[config.mk]
export PLATFORM = sky130hd
export DESIGN_NAME = decoder_scan
export DESIGN_NICKNAME = d
export VERILOG_FILES = /design/src/rtl/decoder_pkg.sv /design/src/rtl/decoder_scan_onehot_dec.sv /design/src/rtl/decoder_scan.sv
export SDC_FILE = /design/constraint.sdc
export NUM_CORES = 1
export LEC_CHECK = 0
export ABC_AREA = 1
export BUFFER_PORTS_ARGS = -buffer_cell sky130_fd_sc_hd__buf_2
export CORE_MARGIN = 8
export CORE_UTILIZATION = 45
export CTS_BUF_LIST = sky130_fd_sc_hd__clkbuf_4
export DETAILED_ROUTE_END_ITERATION = 10
export PLACE_DENSITY_LB_ADDON = 0.12
export SLEW_MARGIN = 20
export SYNTH_ARGS = -nofsm -noshare
export SYNTH_HDL_FRONTEND = slang
export SYNTH_SLANG_ARGS = --single-unit
[constraint.sdc]
create_clock -name clk -period 1.3 [get_ports clk]
set_clock_uncertainty 0.1 [all_clocks]
set_input_delay 0.065 -clock clk [delete_from_list [all_inputs] [get_ports clk]]
set_output_delay 0.065 -clock clk [all_outputs]
set_load 0.03 [all_outputs]
[src/rtl/decoder_pkg.sv]
// rtl/decoder_pkg.sv - shared types, constants and width helpers for decoder_scan
// Purpose: FSM state encoding, mode constants and parameter width helpers used
//          by the one-hot decoder and the scan controller.
// Ports:   none (package).
package decoder_pkg;

  typedef enum logic [1:0] {
    IDLE   = 2'd0,
    DIRECT = 2'd1,
    SCAN   = 2'd2
  } state_e;

  localparam logic MODE_DIRECT = 1'b0;
  localparam logic MODE_SCAN   = 1'b1;

  // Number of one-hot outputs a full decode of a code of this width needs.
  function automatic int onehot_width(input int codewid);
    return 1 << codewid;
  endfunction

  // Width of a counter that must hold 0..dwell.
  function automatic int dwell_width(input int dwell);
    return (dwell < 1) ? 1 : $clog2(dwell + 1);
  endfunction

endpackage

[src/rtl/decoder_scan_onehot_dec.sv]
// rtl/decoder_scan_onehot_dec.sv - combinational MSB-first one-hot decoder
// Purpose: code k < OUTWID sets onehot_o[OUTWID-1-k]; codes >= OUTWID decode
//          to all zeros with in_range_o low.
// Ports:   code_i     [CODEWID-1:0] code to decode
//          onehot_o   [OUTWID-1:0]  MSB-first one-hot select
//          in_range_o               code_i < OUTWID
module onehot_dec #(
  parameter int CODEWID = 2,
  parameter int OUTWID  = 1 << CODEWID
) (
  input  logic [CODEWID-1:0] code_i,
  output logic [OUTWID-1:0]  onehot_o,
  output logic               in_range_o
);

  always_comb begin
    onehot_o = '0;
    for (int i = 0; i < OUTWID; i++) begin
      if (int'(code_i) == OUTWID - 1 - i) begin
        onehot_o[i] = 1'b1;
      end
    end
  end

  assign in_range_o = int'(code_i) < OUTWID;

endmodule

[src/rtl/decoder_scan.sv]
// rtl/decoder_scan.sv - registered one-hot select decoder with DIRECT and SCAN modes
// Purpose: DIRECT decodes W with one cycle of latency; SCAN walks the one-hot
//          bit across all outputs, DWELL cycles per position, pulsing wrap
//          when the walk returns to code 0.
// Ports:   clk       clock, rising edge
//          rst       asynchronous active-high reset
//          En        block enable; low forces Y/valid/wrap to zero
//          mode      0 = DIRECT, 1 = SCAN
//          W         code to decode / scan start
//          load      SCAN only: re-seed position from W
//          Y         registered one-hot select, MSB-first
//          code_out  code currently driven on Y
//          valid     Y holds exactly one set bit
//          wrap      one-cycle pulse when the scan wraps to code 0
module decoder_scan
  import decoder_pkg::*;
#(
  parameter int CODEWID = 2,
  parameter int OUTWID  = onehot_width(CODEWID),
  parameter int DWELL   = 4
) (
  input  logic               clk,
  input  logic               rst,
  input  logic               En,
  input  logic               mode,
  input  logic [CODEWID-1:0] W,
  input  logic               load,
  output logic [OUTWID-1:0]  Y,
  output logic [CODEWID-1:0] code_out,
  output logic               valid,
  output logic               wrap
);

  localparam int               DW         = dwell_width(DWELL);
  localparam logic [DW-1:0]    DWELL_LAST = DW'(DWELL - 1);
  localparam logic [CODEWID-1:0] CODE_LAST = CODEWID'(OUTWID - 1);

  state_e             state_q, state_d;
  logic [CODEWID-1:0] code_q, code_d;
  logic [DW-1:0]      dwell_q, dwell_d;
  logic [OUTWID-1:0]  y_q, y_d;
  logic               valid_q, valid_d;
  logic               wrap_q, wrap_d;
  logic               drive_d;
  logic [OUTWID-1:0]  dec_onehot;
  logic               dec_in_range;

  always_comb begin
    state_d = state_q;
    code_d  = code_q;
    dwell_d = '0;
    wrap_d  = 1'b0;
    drive_d = 1'b0;
    if (!En) begin
      state_d = IDLE;
    end else if (mode == MODE_DIRECT) begin
      state_d = DIRECT;
      code_d  = W;
      drive_d = 1'b1;
    end else begin
      state_d = SCAN;
      drive_d = 1'b1;
      if (state_q != SCAN || load) begin
        // Entry and re-seed both restart the position from W with dwell 0.
        code_d = W;
      end else if (dwell_q == DWELL_LAST) begin
        // >= also catches an out-of-range entry code, which wraps on its
        // first advance.
        if (code_q >= CODE_LAST) begin
          code_d = '0;
          wrap_d = 1'b1;
        end else begin
          code_d = code_q + 1'b1;
        end
      end else begin
        dwell_d = dwell_q + 1'b1;
      end
    end
  end

  // Decoding the next code lets Y, valid and wrap register together.
  onehot_dec #(
    .CODEWID(CODEWID),
    .OUTWID (OUTWID)
  ) u_dec (
    .code_i    (code_d),
    .onehot_o  (dec_onehot),
    .in_range_o(dec_in_range)
  );

  assign y_d     = drive_d ? dec_onehot : '0;
  assign valid_d = drive_d & dec_in_range;

  always_ff @(posedge clk or posedge rst) begin
    if (rst) begin
      state_q <= IDLE;
      code_q  <= '0;
      dwell_q <= '0;
      y_q     <= '0;
      valid_q <= 1'b0;
      wrap_q  <= 1'b0;
    end else begin
      state_q <= state_d;
      code_q  <= code_d;
      dwell_q <= dwell_d;
      y_q     <= y_d;
      valid_q <= valid_d;
      wrap_q  <= wrap_d;
    end
  end

  assign Y        = y_q;
  assign code_out = code_q;
  assign valid    = valid_q;
  assign wrap     = wrap_q;

endmodule
# Word-level counts from Yosys, hierarchy flattened

Index checks and enable logic that the tools add are counted.

Register bits after elaboration: 13
Output and inout bits: 8

$add $sub $neg: 2
Order comparisons: 1
Eq/ne operators: 5
Multiplexer cells: 22
Reductions and logical operators: 2

Operators by type and width:

| cell                                                                  | count |
|---|---|
| 2-bit 2-to-1 mux                                                      | 7 |
| 3-bit 2-to-1 mux                                                      | 4 |
| 1-bit 2-to-1 mux                                                      | 10 |
| 2-bit equality test, second input constant                            | 2 |
| 4-bit 2-to-1 mux                                                      | 1 |
| 3-bit by 1-bit adder with 3-bit output, second input constant         | 1 |
| 3-bit by 2-bit equality test with 1-bit output, second input constant | 1 |
| 2-bit by 1-bit adder with 2-bit output, second input constant         | 1 |
| 2-bit by 1-bit equality test with 1-bit output, second input constant | 1 |
| 2-bit >= comparator, second input constant                            | 1 |
| 2-bit logical NOT                                                     | 1 |
| 2-bit != test, second input constant                                  | 1 |
| 1-bit logical OR                                                      | 1 |

# Logic depth before layout (Yosys ltp)

Depth after elaboration: 9
Gate-level depth with buffers: 7
Gate-level depth less buffers: 7

# Modules after synthesis

A second synthesis with hierarchy kept.

Cells, all modules: 78
Area total of the unflattened synthesis: 635.6 sq um

Modules (own cells, without submodules):

| module       | instances | cells an instance | area an instance (sq um) |
|---|---|---|---|
| decoder_scan | 1         | 69                | 598.1 |
| onehot_dec   | 1         | 9                 | 37.5 |

# Worst setup path after synthesis

No wires, ideal clock.

Kind: register -> register
From: reg code_q[0], in the netlist code_out[0]
To: reg y_q[1], in the netlist Y[1]
Arrival: 1.163 ns
Data required time: 1.084 ns
Setup slack: -0.079 ns
Stages on the path, launching flop included: 8
Buffers on the path: 0
Clock period less this slack: 1.379 ns
Path through: dfrtp_1 > ha_1 > nor2_1 > inv_1 > nand2_1 > nand3_1 > nand2_1 > nor2_1

Word-level cells in the longest chain between the ends: 9
Elaborated cells on any way between the ends: 10

Ends and longest elaborated chain:

| item                                                                          | line                                   | text |
|---|---|---|
| from (decl)                                                                   | decoder_scan.sv:39                     | `logic [CODEWID-1:0] code_q, code_d;` |
| from (signal assigned)                                                        | decoder_scan.sv:104                    | `code_q <= code_d;` |
| 2-bit by 1-bit adder with 2-bit output or 2-bit >= comparator (tied branches) | decoder_scan.sv:73, decoder_scan.sv:69 |  |
| 2-bit 2-to-1 mux                                                              | decoder_scan.sv:69                     | `if (code_q >= CODE_LAST) begin` |
| 2-bit 2-to-1 mux                                                              | decoder_scan.sv:66                     | `end else if (dwell_q == DWELL_LAST) begin` |
| 2-bit 2-to-1 mux                                                              | decoder_scan.sv:63                     | `if (state_q != SCAN \|\| load) begin` |
| 2-bit 2-to-1 mux                                                              | decoder_scan.sv:56                     | `end else if (mode == MODE_DIRECT) begin` |
| 2-bit 2-to-1 mux (*)                                                          | decoder_scan.sv:54                     | `if (!En) begin` |
| 2-bit equality test (*)                                                       | decoder_scan_onehot_dec.sv:19          | `if (int'(code_i) == OUTWID - 1 - i) begin` |
| 1-bit 2-to-1 mux (*)                                                          | decoder_scan_onehot_dec.sv:19          |  |
| 4-bit 2-to-1 mux (*)                                                          | decoder_scan.sv:91                     | `assign y_d = drive_d ? dec_onehot : '0;` |
| named net y_d[1]                                                              | decoder_scan.sv:41                     | `logic [OUTWID-1:0] y_q, y_d;` |
| to (signal assigned)                                                          | decoder_scan.sv:106                    | `y_q <= y_d;` |
| to (decl)                                                                     | decoder_scan.sv:41                     |  |

The timed path passes the listed nets; every way through them passes the cells marked *.

# Worst setup path after layout

From: reg dwell_q[0]
To: reg y_q[1], in the netlist Y[1]

Word-level cells in the longest chain between the ends: 8

Ends and longest elaborated chain:

| item                                           | line                          | text |
|---|---|---|
| from (decl)                                    | decoder_scan.sv:40            | `logic [DW-1:0] dwell_q, dwell_d;` |
| from (signal assigned)                         | decoder_scan.sv:105           | `dwell_q <= dwell_d;` |
| 3-bit by 2-bit equality test with 1-bit output | decoder_scan.sv:66            |  |
| 2-bit 2-to-1 mux                               | decoder_scan.sv:66            |  |
| 2-bit 2-to-1 mux                               | decoder_scan.sv:63            |  |
| 2-bit 2-to-1 mux                               | decoder_scan.sv:56            |  |
| 2-bit 2-to-1 mux                               | decoder_scan.sv:54            |  |
| 2-bit equality test                            | decoder_scan_onehot_dec.sv:19 |  |
| 1-bit 2-to-1 mux                               | decoder_scan_onehot_dec.sv:19 |  |
| 4-bit 2-to-1 mux                               | decoder_scan.sv:91            |  |
| named net y_d[1]                               | decoder_scan.sv:41            |  |

The timed path passes the listed nets, and every way through them passes these cells.

==> results.md <==
- Outcome: complete, no violations
- Horizontal die dimension: around 53 microns
- GRT Residual Overflow: 0
- DR vias/cell: 4.57
- Filler instances: between 100 and 150
- Commonest register cell after synthesis: dfrtp_1
- Slew headroom: between 60% and 70%
- Worst Tran Pin Value: ~0.48 ns
- Top post-synthesis cells by area: dfrtp_1 53%, nand2_1 13%, inv_1 8.0%, nor2_1 6.1%, nand3_1 4.9%
- WP data arrival: ~1.4 ns
- Netlist cell types: 12
- Synthesized flop and latch total: 13
- Nets: 110
- Die area: roughly 2800 sq um
- Worst path max stage delay: slightly below 0.4 ns
- Area post-placement: between 700 and 800 sq um
- Port Buffers: 14
- Clk Latency, worst-skew pair: between 0.2 and 0.3 ns
- Leak: roughly 0.46 nW
- FMAX: slightly below 800 MHz
- Antenna viol nets, final: 0
- Unrepaired setup endpoints after global routing: true
- Hold crit path type: in -> reg
- CTS tree: built
- Top fanout value on the critical path: 6
- Number of enable flip-flop cells after synthesis: 0
- Detailed Routing Iterations Pass 1: 4
- Maximum vdd drop: between 0.5 and 0.6 mV
- Synth top area share: 53.3%
- CP Cell Sequence: ha_4, inv_2, nor2_4, nand2_2, nand3_2, nand3_2, nor2_1
- Fin area: between 800 and 900 sq um
- Clock Tree Root: clkbuf_4
- WL per Instance: about 11 microns
- Critical Path Sink Type: flip-flop
- Layout cells sized above 1: 35.0%
- Final wirelength: between 1000 and 1500 microns
- Leading area contributor after synthesis: dfrtp_1
- Vias in the first global route: about 500
- Req. time, crit path: 1.40 ns
- Pin count of the biggest net entering global routing: 14
- Global-route wire length before repair: around 2200 microns
- Final Hold Violating Endpoints: 0
- Area Growth Syn to Fin: 37.9%
- Synthesized instance count: 74
- Cell Area, Synth: between 600 and 700 sq um
- Max_cap viols: 0
- Crit Path Class: reg -> reg
- Vert. Die Dim: 52.8 microns
- Finish-stage setup viols: 0
- Tot GR Track Use: 10.1%
- Core area: between 1000 and 1500 sq um
- IO Pins: 15
- Area of the multi-input gates: 270 sq um
- Diodes inserted: 0
- Most frequent cells after synthesis: 21 x nand2_1, 13 x dfrtp_1, 13 x inv_1
- Critical Path Slowest Stage Cell: dfrtp_1
- Post-route clock period utilization: just under 100%
- Clk buf depth: 2
- Post-synthesis average cell area: slightly above 8 sq um
- HPWL after DPL: between 900 and 1000 microns
- CTS H-tree lvls: 1
- Power Dens Cells: around 1000 nW/um^2
- Sequential element share of the synthesized area: between 50% and 60%
- Residual DRC: 0
- Clock transition at path regs: roughly 0.070 ns
- Slew Limit Fails: 0
- CTS Buf Count: 3
- Drt initial violations: 7
- Vias post-DR: 526
- # rows: 13
- Most numerous cell in the Yosys netlist: nand2_1
- CTS sink count: 13
- Post-synth net total: between 80 and 90
- CP startpoint kind: flip-flop
- Worst hold slack: between 0.06 and 0.07 ns
- Async SR Flop Fraction: 100%
- Final Util: about two thirds
- Synth warnings: 0
- Initial antenna violation count: 0
- Fin Setup TNS: 0 ns
- Storage cell area: around 330 sq um
- Placer congestion estimate: slightly above 0.8
- CP most frequent cell: nand3_2
- Post-route minimum period: 1.27 ns
- Initial Utilization: 47.5%
[worst paths after layout]
path / startpoint / end / slack [ns] / cells after the start
max: dwell_q[0]$_DFF_PP0_ / Y[1]$_DFF_PP0_ / 0.03 / 7
min: load / wrap$_DFF_PP0_ / 0.07 / 4
max reg2reg: dwell_q[0]$_DFF_PP0_ / Y[1]$_DFF_PP0_ / 0.03 / 7
min reg2reg: dwell_q[0]$_DFF_PP0_ / dwell_q[0]$_DFF_PP0_ / 0.48 / 2
max in group asynchronous: rst / code_out[1]$_DFF_PP0_ / 0.50 / 3
min in group asynchronous: rst / Y[0]$_DFF_PP0_ / 0.24 / 3
[timing repair]
item,in CTS,in global routing
hold buffers,5,0
endpoints found under the hold margin,18,0
setup endpoints to repair,0,6
resized for setup,0,6
buffers inserted,0,1
[final cells by class]
class / count / area share (%)
flip-flops and latches: 13 / 38.9
multi-input cells: 47 / 32.1
repair buffers: 22 / 16.9
inverters: 14 / 6.24
clock buffers: 4 / 3.57
well taps: 15 / 2.23
[logic make-up (layout without fill, tap and decap cells)]
group	Yosys count	after routing	share of synthesized area, %
buffers and inverters	14	40	8.61
AO/OA/AOI/OAI	1	1	0.819
flip-flops	13	13	53.3
AND/OR/NAND/NOR	44	44	33.2
adder cells (fa/ha/maj)	2	2	4.10
[registers in the layout (all words and copies together), names as in the netlist]
signal    flops
code_out      2
dwell_q       3
wrap          1
valid         1
state_q       2
Y             4
[power breakdown]
part | internal [mW] | leakage, nW | switching [mW]
Sequential | 0.422 | 0.169 | 0.0101
Combinational | 0.0624 | 0.274 | 0.0952
Clock | 0.140 | 0.0184 | 0.125
Total | 0.624 | 0.462 | 0.231
[routing by layer]
metal	up-vias	share of wire [%]	global-route usage, %
li1	277	-	-
met1	225	52	13.6
met2	19	38	14.1
met3	5	7.6	1.99
met4	0	2.2	6.47
met5	-	0	0
[metrics by stage]
stage          power [mW]  worst slack [ns]  std cells
2_1_floorplan       0.529            0.0276         74
3_3_place_gp        0.579            0.0483        105
3_5_place_dp        0.580            0.0239        105
4_1_cts             0.851            0.0185        114
5_1_grt             0.906           -0.0601        115
6_report            0.854            0.0329        115
[placed cells by master, fill, tap and decap left out, types with 4 or more instances in the layout]
cell type,instances
nand3_1,5
dfrtp_1,11
inv_1,13
dlygate4sd3_1,5
nand2_1,20
buf_2,14
clkbuf_4,4
nor2_1,8
[worst max-delay path: cells and delay by family (launching register included)]
| family | cells | cell delay [ns] |
|---|---|---|
| AND/OR/NAND/NOR | 5 | 0.50 |
| adder cells (fa/ha/maj) | 1 | 0.16 |
| flip-flops | 1 | 0.39 |
| buffers and inverters | 1 | 0.04 |
Power figures use the tool's default switching activity.
